$ cat config.mk
export PLATFORM = sky130hd
export DESIGN_NAME = bsr_feeder
export DESIGN_NICKNAME = d
export VERILOG_FILES = /design/src/rtl/bsr_feeder_pkg.sv /design/src/rtl/bsr_feed_skid.sv /design/src/rtl/bsr_feeder.sv
export SDC_FILE = /design/constraint.sdc
export NUM_CORES = 1
export LEC_CHECK = 0
export CAP_MARGIN = 20
export CORE_AREA = 3 3 40 42
export DETAILED_ROUTE_END_ITERATION = 8
export DIE_AREA = 0 0 43 45
export PLACE_DENSITY = 0.6
export RECOVER_POWER = 25
export SYNTH_ARGS = -nofsm -noshare
export SYNTH_HDL_FRONTEND = slang
export SYNTH_HIERARCHICAL = 1
export SYNTH_SLANG_ARGS = --single-unit
$ cat constraint.sdc
create_clock -name clk -period 2.1 [get_ports clk]
set_input_delay 0.21 -clock clk [delete_from_list [all_inputs] [get_ports clk]]
set_output_delay 0.21 -clock clk [all_outputs]
set_load 0.005 [all_outputs]
$ cat src/rtl/bsr_feeder_pkg.sv
// Shared definitions for the bit-serial feeder of the 4-bit bidirectional
// shift register stage: FSM state encoding, direction codes, default width.
package bsr_feeder_pkg;

    localparam int unsigned DEF_WIDTH = 4;

    // Direction codes as seen on the dir output.
    localparam logic DIR_LSB_FIRST = 1'b0;
    localparam logic DIR_MSB_FIRST = 1'b1;

    typedef enum logic {
        IDLE  = 1'b0,
        SHIFT = 1'b1
    } state_t;

endpackage

$ cat src/rtl/bsr_feed_skid.sv
// One-entry pending register for the feeder. Only present when
// BSR_FEED_SKID_EN is defined.
// Ports:
//   clk, rst             clock, async active-low reset
//   in_valid/in_data/in_dir  upstream word offer
//   in_ready             upstream may hand over a word (pending slot empty)
//   bypass               the word goes straight into the shifter this edge
//   pop                  pending word is being moved into the shifter
//   pend_vld/pend_data/pend_dir  pending slot contents
`ifdef BSR_FEED_SKID_EN
module bsr_feed_skid
    import bsr_feeder_pkg::*;
#(
    parameter int unsigned WIDTH = DEF_WIDTH
) (
    input  logic             clk,
    input  logic             rst,
    input  logic             in_valid,
    input  logic [WIDTH-1:0] in_data,
    input  logic             in_dir,
    input  logic             bypass,
    input  logic             pop,
    output logic             in_ready,
    output logic             pend_vld,
    output logic [WIDTH-1:0] pend_data,
    output logic             pend_dir
);

    logic push;

    assign in_ready = ~pend_vld;
    // An accepted word that cannot go straight into the shifter parks here.
    assign push     = in_valid & ~pend_vld & ~bypass;

    // Pending slot register.
    always_ff @(posedge clk or negedge rst) begin
        if (!rst) begin
            pend_vld  <= 1'b0;
            pend_data <= '0;
            pend_dir  <= 1'b0;
        end else if (pop) begin
            pend_vld  <= 1'b0;
        end else if (push) begin
            pend_vld  <= 1'b1;
            pend_data <= in_data;
            pend_dir  <= in_dir;
        end
    end

endmodule
`endif

$ cat src/rtl/bsr_feeder.sv
// Serialises parallel words into d/dir/en for the bidirectional shift
// register. LSB-first when dir=0, MSB-first when dir=1, so the word lands
// in its original bit order after WIDTH shifts. hold pauses shifting.
// Optional macro BSR_FEED_SKID_EN adds a one-entry pending register so
// consecutive words run without a gap cycle.
// Ports:
//   clk, rst            clock, async active-low reset
//   in_data, in_dir     parallel word and its shift direction
//   in_valid, in_ready  upstream handshake
//   hold                downstream pause
//   d, dir, en          serial bit, direction, shift enable
//   word_done           last bit of a word presented with en=1
//   busy                word in flight
module bsr_feeder
    import bsr_feeder_pkg::*;
#(
    parameter int unsigned WIDTH = DEF_WIDTH
) (
    input  logic             clk,
    input  logic             rst,
    input  logic [WIDTH-1:0] in_data,
    input  logic             in_dir,
    input  logic             in_valid,
    output logic             in_ready,
    input  logic             hold,
    output logic             d,
    output logic             dir,
    output logic             en,
    output logic             word_done,
    output logic             busy
);

    localparam int unsigned CNT_W = (WIDTH > 1) ? $clog2(WIDTH) : 1;

    state_t             state, state_nxt;
    logic [CNT_W-1:0]   cnt, cnt_nxt;
    logic [WIDTH-1:0]   shreg, shreg_nxt;
    logic               dir_r, dir_nxt;

    logic               consume;
    logic               last_bit;
    logic               eow;
    logic               ld_vld;
    logic [WIDTH-1:0]   ld_data;
    logic               ld_dir;

    assign consume  = (state == SHIFT) & ~hold;
    assign last_bit = (cnt == CNT_W'(WIDTH - 1));
    assign eow      = consume & last_bit;

`ifdef BSR_FEED_SKID_EN
    logic             pend_vld;
    logic [WIDTH-1:0] pend_data;
    logic             pend_dir;

    bsr_feed_skid #(
        .WIDTH (WIDTH)
    ) u_skid (
        .clk       (clk),
        .rst       (rst),
        .in_valid  (in_valid),
        .in_data   (in_data),
        .in_dir    (in_dir),
        .bypass    ((state == IDLE) | eow),
        .pop       (eow & pend_vld),
        .in_ready  (in_ready),
        .pend_vld  (pend_vld),
        .pend_data (pend_data),
        .pend_dir  (pend_dir)
    );

    // Pending word wins at end of word; otherwise an offered word goes
    // straight in when idle or on the end-of-word edge.
    assign ld_vld  = pend_vld ? eow : (in_valid & ((state == IDLE) | eow));
    assign ld_data = pend_vld ? pend_data : in_data;
    assign ld_dir  = pend_vld ? pend_dir  : in_dir;
`else
    assign in_ready = (state == IDLE);
    assign ld_vld   = in_valid & in_ready;
    assign ld_data  = in_data;
    assign ld_dir   = in_dir;
`endif

    // State and datapath registers.
    always_ff @(posedge clk or negedge rst) begin
        if (!rst) begin
            state <= IDLE;
            cnt   <= '0;
            shreg <= '0;
            dir_r <= 1'b0;
        end else begin
            state <= state_nxt;
            cnt   <= cnt_nxt;
            shreg <= shreg_nxt;
            dir_r <= dir_nxt;
        end
    end

    // Next-state logic: load a word, advance per consumed bit, finish or reload.
    always_comb begin
        state_nxt = state;
        cnt_nxt   = cnt;
        shreg_nxt = shreg;
        dir_nxt   = dir_r;
        case (state)
            IDLE: begin
                if (ld_vld) begin
                    state_nxt = SHIFT;
                    cnt_nxt   = '0;
                    shreg_nxt = ld_data;
                    dir_nxt   = ld_dir;
                end
            end
            SHIFT: begin
                if (consume) begin
                    if (last_bit) begin
                        cnt_nxt = '0;
                        if (ld_vld) begin
                            shreg_nxt = ld_data;
                            dir_nxt   = ld_dir;
                        end else begin
                            state_nxt = IDLE;
                        end
                    end else begin
                        cnt_nxt = cnt + CNT_W'(1);
                    end
                end
            end
            default: state_nxt = IDLE;
        endcase
    end

    // Serial outputs; dir keeps the last word's direction while idle.
    always_comb begin
        d         = 1'b0;
        en        = consume;
        word_done = eow;
        busy      = (state == SHIFT);
        dir       = dir_r;
        if (state == SHIFT) begin
            d = (dir_r == DIR_MSB_FIRST) ? shreg[CNT_W'(WIDTH - 1) - cnt]
                                         : shreg[cnt];
        end
    end

endmodule

# Yosys cells after proc, flatten, opt, wreduce, memory -nomap -nowiden
# Index checks and enable logic that the tools add are counted.
[totals]
mem_count = 0
ramBits = 0
latch_bits = 0
mem_bits_ro = 0
reg_bits = 8
word_cells = 41
[op_classes]
n_reduce_logical = 2
n_addsub = 2
mul = 0
shifts = 0
order_cmp = 2
muxes = 22
n_eq_ne = 4
n_div = 0
bitwise_logic = 5
[ops]
columns = ["cell", "n"]
rows = [
  ["two-way mux 4 bit", 3],
  ["two-way mux 1 bit", 10],
  ["case mux 4 bit (2 select lines)", 1],
  ["< comparator 2 x 3 -> 1 bit, second input constant", 2],
  ["two-way mux 2 bit", 3],
  ["inequality test 2 x 1 -> 1 bit, second input constant", 3],
  ["binary-select mux 1 bit (select 2 bit)", 2],
  ["case mux 1 bit (2 select lines)", 2],
  ["case mux 2 bit (2 select lines)", 1],
  ["AND reduction 2 bit", 2],
  ["AND 1 bit", 3],
  ["adder 2 x 1 -> 2 bit, second input constant", 1],
  ["equality test 2 bit, second input constant", 1],
  ["inverter 1 bit", 2],
  ["subtractor 2 bit, first input constant", 1],
]

# Longest topological paths before layout
# Gate-level depths: netlist (run 1).
[logic_depth]
word_depth = 6
depth_mapped = 4
ltp_nobuf = 4

# Worst setup path before layout (run 1)
# OpenSTA, ideal clock, no wires.
[synth_timing]
path_kind = "flip-flop to output port"
startpoint = "register cnt[1]"
endpoint = "output d"
arrival_time_ns = 1.164
t_required_ns = 1.890
slack_ns = 0.726
n_path_buf = 0
stages_incl_launch_ff = 4
cell_sequence = "dfrtp_1 > mux4_1 > o22ai_1 > a311oi_1"
[synth_between]
elab_chain_len = 5
word_cells_on_any_way = 7
[synth_lines]
columns = ["item", "line", "text"]
rows = [
  ["from (decl)", "bsr_feeder.sv:36", "logic [CNT_W-1:0] cnt, cnt_nxt;"],
  ["from (signal assigned)", "bsr_feeder.sv:93", "cnt <= cnt_nxt;"],
  ["subtractor 2 bit", "bsr_feeder.sv:141", "d = (dir_r == DIR_MSB_FIRST) ? shreg[CNT_W'(WIDTH - 1) - cnt]"],
  ["binary-select mux 1 bit (select 2 bit)", "bsr_feeder.sv:141", ""],
  ["two-way mux 1 bit (implied by the code)", "bsr_feeder.sv:141", ""],
  ["two-way mux 1 bit *", "bsr_feeder.sv:141", ""],
  ["two-way mux 1 bit *", "bsr_feeder.sv:140", "if (state == SHIFT) begin"],
  ["to (decl)", "bsr_feeder.sv:26", "output logic d,"],
]
# Every way passes the cells marked *; elsewhere a longest branch is shown, timed or not. The select of a mux whose other input is x is not followed.

# Final worst setup path (run 1)
# Ends and elaborated chain as after synthesis.

==> results of run 1 <==
## state kept, by name, summed over array words and instances, names as in the netlist
register,cells
busy,1
cnt,2
dir,1
shreg,4
## Yosys cell counts (all sizes together)
cell	instances	area (µm²)
a21oi	1	5.000
a311oi	1	8.760
and2	1	6.260
dfrtp	8	200.2
ha	1	12.51
inv	2	7.510
mux2	6	67.56
mux2i	2	20.02
mux4	1	26.28
nand2	3	11.26
nor2	2	7.510
nor2b	2	12.51
nor3	1	5.000
o21ai	2	10.01
o22ai	1	6.260
## worst max-delay path, cell delays in order, from the launching register on
cell	delay (ps)
dfrtp_2	370
mux4_1	550
o22ai_1	180
a311oi_1	70
dlygate4sd2_1	280
## kinds of logic (layout without fill, tap and decap cells)
kind of cell | after synthesis | count (layout) | share of synthesized area
adder cells (fa/ha/maj) | 1 | 1 | 0.03076
AO/OA/AOI/OAI | 5 | 5 | 0.07385
AND/OR/NAND/NOR | 9 | 9 | 0.1046
buffers and inverters | 2 | 20 | 0.01847
multiplexers | 9 | 9 | 0.2800
flip-flops | 8 | 8 | 0.4923
## worst paths after layout
check / cells after the start / endpoint
worst max-delay path: 4 / d
worst min-delay path: 1 / cnt[0]
worst max register to register: 2 / shreg[0]
worst min register to register: 1 / shreg[1]
max in group asynchronous: 1 / cnt[1]
min in group clk: 1 / shreg[1]
## placed cells by master (no fill, tap or decap), types with 2 or more instances in the layout
cell | netlist | routed
nor2b_1 | 2 | 2
mux2i_1 | 2 | 2
dfrtp_1 | 8 | 7
inv_1 | 2 | 2
clkbuf_4 | 0 | 3
nand2_1 | 3 | 3
nor2_1 | 2 | 2
mux2_2 | 6 | 6
o21ai_0 | 2 | 2
clkdlybuf4s50_1 | 0 | 12
## final cells by class
cell class / count / area [µm²] / area share
Clock buffer: 3 / 22.52 / 0.03782
Tap cell: 15 / 18.77 / 0.03151
Sequential cell: 8 / 201.4 / 0.3382
Timing Repair Buffer: 15 / 146.4 / 0.2458
Inverter: 2 / 7.507 / 0.01261
Multi-Input combinational cell: 24 / 198.9 / 0.3340
## what timing repair did
item / CTS / global route
setup endpoints to repair: 1 / 0
hold endpoints to repair: 0 / 0
gates resized for setup: 2 / 0
setup buffers: 1 / 0
## power by group through the flow
stage / Combinational, mW / Sequential [mW] / Clock (mW)
floorplan: 0.211 / 0.295 / 0
global placement: 0.351 / 0.310 / 0
detailed placement: 0.369 / 0.317 / 0
CTS: 0.381 / 0.307 / 0.124
global route: 0.414 / 0.322 / 0.131
finish: 0.376 / 0.306 / 0.119
## layer usage
metal / track usage / vias to the layer above / part of all wire / wire length (µm)
met2: 0.1796 / 9 / 0.50 / 460
met4: 0.07229 / 0 / 0.012 / 11
met1: 0.1439 / 153 / 0.45 / 414
li1: - / 163 / - / -
met3: 0.02789 / 2 / 0.043 / 40
met5: 0 / - / 0 / 0
## per-stage QoR
stage / hold slack (ps) / std cells
CTS: 248.4 / 67
finish: 313.1 / 67
floorplan: -85.59 / 34
global route: 342.6 / 67
global placement: 509.1 / 63
detailed placement: 523.6 / 63
==> impl_results.md, run 1 <==
* Status: finished clean
* DRC violations left at 0
* Crit path from: cnt[1]
* Internal Power at 0.5403 mW
* Die width at 43 µm
* Fin crit share at 0.9110
* Worst slack, placed at 173.1 ps
* Crit. End Element: primary output
* Die Footprint at 0.001935 mm²
* Fin util at 0.4635
* # IOs at 15
* Pin count of the biggest net entering global routing at 9
* Area Growth Syn to Fin at 46.46%
* Fmax at 522.7 MHz
* Fill cells at 124
* Worst-margin pin slew at 435.5 ps
* Fin worst setup slack at 186.9 ps
* DIE HEIGHT at 45 µm
* Post-synthesis average cell area at 11.96 µm²
* Final WL at 927 µm
* Vias in the first global route at 358
* Sequential share of power at 0.382
* Netlist cell types at 15
* Final Setup Violations at 0
* Seq cells post-synth at 8
* WL/cell at 13.84 µm
* CP required at 1890 ps
* Worst skew pair latency at 250 ps
* CP max FO at 2
* Vias at 327
* PortBufs at 14
* CTS tree: built
* Share of layout cells above drive strength 1 at 0.2115
* Switching part of the total at 0.3254
* Detail Route Antenna Nets at 0
* Overflow left after global routing at 0
* NetSw at 0.2606 mW
* R2r setup slk at 820 ps
* CTS Buf Count at 3
* Hold buffers post-CTS at 0
* Gpl congestion at 0.6634
* Lkg Pwr at 0.2540 nW
* Post-DP HPWL at 738 µm
* Final Max Tran Viols at 0
* Clk Tree Root Cell: clkbuf_4
* PwrDens at 1345 mW/mm²
* Initial antenna violation count at 0
* Layout net count at 64
* Combinational power share at 0.470
* Max Cap Violations at 0
* TritonCTS Sinks at 8
* Syn nets at 44
* Number of synthesis warnings at 6
* Clock buffer depth at 2
* Crit path launch type: register
* Post-synthesis sequential area ratio at 0.4923
* DR iter-0 viols at 3
* Clock power frac at 0.149
* Area after DPL at 565.5 µm²
* Final hold vios at 0
* Min-Delay Path Class: primary input to asynchronous set/reset pin
* Worst Path Class, Setup: register to primary output
* Mapped Area at 406.6 µm²
* Overall power at 0.8009 mW
* Reg2reg start: busy
* Core area at 0.001285 mm²
* Headroom to the max-slew limit at 0.7090
* # diodes at 0
* Sum of negative setup slack at 0 ps
* Clk_skew at 1.372 ps
* First-pass GRT wire length at 1.607 mm
* Gr usage total at 0.1152
* Cells after Synth at 34
* Site Rows at 13
* Htree depth at 1
* Fin crit period at 1913 ps
* Unrepaired setup endpoints after global routing: false
* Drt pass-1 iters at 4
* Routed vias/inst at 4.881
* Worst EP arrival at 1700 ps
* Max IR drop VDD at 0.5236 mV
* Initial Utilization at 0.3165
* Clock Pin Slew Worst Setup and Hold Paths at 60 ps
* Final instance area at 595.6 µm²
No activity file was read; power rests on OpenSTA's default activity.
==> run 2: changes to the inputs <==
- PLACE_DENSITY: 0.6 -> 0.61
==> impl_results.md, run 2 (synthesis gave the netlist of run 1 again) <==
* DRT met1 WL at 343 µm
* Min-Delay Path Class: primary input to asynchronous set/reset pin
* WL/cell at 10.28 µm
* DIE HEIGHT at 45 µm
* Most common cell after layout, fill and taps aside: clkdlybuf4s50_1
* Highest Signal Layer: met3
* Overflow left after global routing at 0
* CTS tree: built
* Non-Filler Instances at 67
* Initial Utilization at 0.3165
* Fill cells at 122
* DRC violations left at 0
* Gr usage total at 0.08361
* Crit path launch type: register
* Final Setup Violations at 0
* Final Max Tran Viols at 0
* Status: finished clean
* Routed vias/inst at 4.433
* Worst Path Class, Setup: register to primary output
* PortBufs at 14
* Headroom to the max-slew limit at 0.6898
* Clock power frac at 0.141
* DR iter-0 viols at 0
* Worst EP arrival at 1560 ps
* Worst skew pair latency at 240 ps
* TritonCTS Sinks at 8
* Max Cap Violations at 0
* Fin crit share at 0.8424
* Share of layout cells above drive strength 1 at 0.1923
* Clock Pin Slew Worst Setup and Hold Paths at 50 ps
* Combinational power share at 0.474
* Leading registers by flop count: shreg: 4 flops, cnt: 2 flops
* WL met2 at 302 µm
* Initial antenna violation count at 0
* Die width at 43 µm
* Area Growth Syn to Fin at 47.08%
* Largest Register: shreg
* # IOs at 15
* Most frequent cells in the layout: clkdlybuf4s50_1 (12), dfrtp_1 (8), mux2_2 (6)
* Hold buffers post-CTS at 0
* Crit. End Element: primary output
* NetSw at 0.2337 mW
* Post-DP HPWL at 565.1 µm
* Placed insts at 63
* Fin crit period at 1769 ps
* R2r setup slk at 800 ps
* PwrDens at 1300 mW/mm²
* Final WL at 689 µm
* Met3 wire length at 43 µm
* CP max FO at 5
* Worst-margin pin slew at 464.4 ps
* Internal Power at 0.5440 mW
* Sum of negative setup slack at 0 ps
* Clk_skew at 1.416 ps
* First-pass GRT wire length at 1.159 mm
* Vias at 297
* Lkg Pwr at 0.2637 nW
* Final hold vios at 0
* Clk Tree Root Cell: clkbuf_4
* Htree depth at 1
* Detail Route Antenna Nets at 0
* Gpl congestion at 0.6050
* Site Rows at 13
* CTS Buf Count at 3
* Max IR drop VDD at 0.5102 mV
* Max FFs per register at 4
* Layout net count at 64
* Core area at 0.001285 mm²
* Sequential share of power at 0.385
* Fin util at 0.4654
* Fmax at 565.3 MHz
* # diodes at 0
* Drt pass-1 iters at 1
* Switching part of the total at 0.3005
* Vias in the first global route at 275
* Final hold slack at 305.8 ps
* Die Footprint at 0.001935 mm²
* Pin count of the biggest net entering global routing at 9
* Unrepaired setup endpoints after global routing: false
* Clock buffer depth at 2
* CP required at 1890 ps
[run 2: what timing repair did]
item	CTS	global route
endpoints found under the hold margin	0	0
resized for setup	0	1
setup endpoints to repair	1	1
pin swaps	0	0
buffers inserted	1	0
[run 2: worst paths after layout]
path | start | to | depth (start not counted)
worst max-delay path | cnt[1] | word_done | 4
worst min-delay path | rst | busy | 1
worst max register to register | busy | dir | 2
worst min register to register | shreg[3] | shreg[3] | 1
max in group asynchronous | rst | dir | 1
min in group clk | shreg[3] | shreg[3] | 1
[run 2: power by group through the flow]
stage | registers [mW] | logic (mW) | clock network, mW
after floorplan | 0.295 | 0.211 | 0
after global placement | 0.313 | 0.356 | 0
after detailed placement | 0.312 | 0.360 | 0
after CTS | 0.301 | 0.385 | 0.119
after global routing | 0.315 | 0.414 | 0.125
final | 0.300 | 0.369 | 0.109
[run 2: final cells by class]
class                   count  area (µm²)  share of cell area
multi-input cells          24       198.9              0.3326
well taps                  15       18.77             0.03138
clock buffers               3       22.52             0.03766
flip-flops and latches      8       200.2              0.3347
repair buffers             15       150.1              0.2510
inverters                   2       7.507             0.01255
[run 2: stage by stage]
| stage | power [mW] | area [µm²] | setup slack (ps) |
|---|---|---|---|
| 6_report | 0.7777 | 598.1 | 331.0 |
| 5_1_grt | 0.8539 | 598.1 | 265.8 |
| 4_1_cts | 0.8043 | 595.6 | 46.75 |
| 3_5_place_dp | 0.6719 | 565.5 | 232.4 |
| 3_3_place_gp | 0.6691 | 565.5 | 262.0 |
| 2_1_floorplan | 0.5062 | 406.6 | 725.9 |
[run 2: routing by layer]
layer,vias up,track usage
met4,0,0.09036
met5,-,0
met1,125,0.1030
met3,0,0.01195
met2,9,0.1198
li1,163,-
[run 2: critical path, cell delays in order (launching register included)]
cell and delay (ps):
dfrtp_1 380, buf_4 150, ha_1 180, and2_1 150, clkdlybuf4s50_1 440
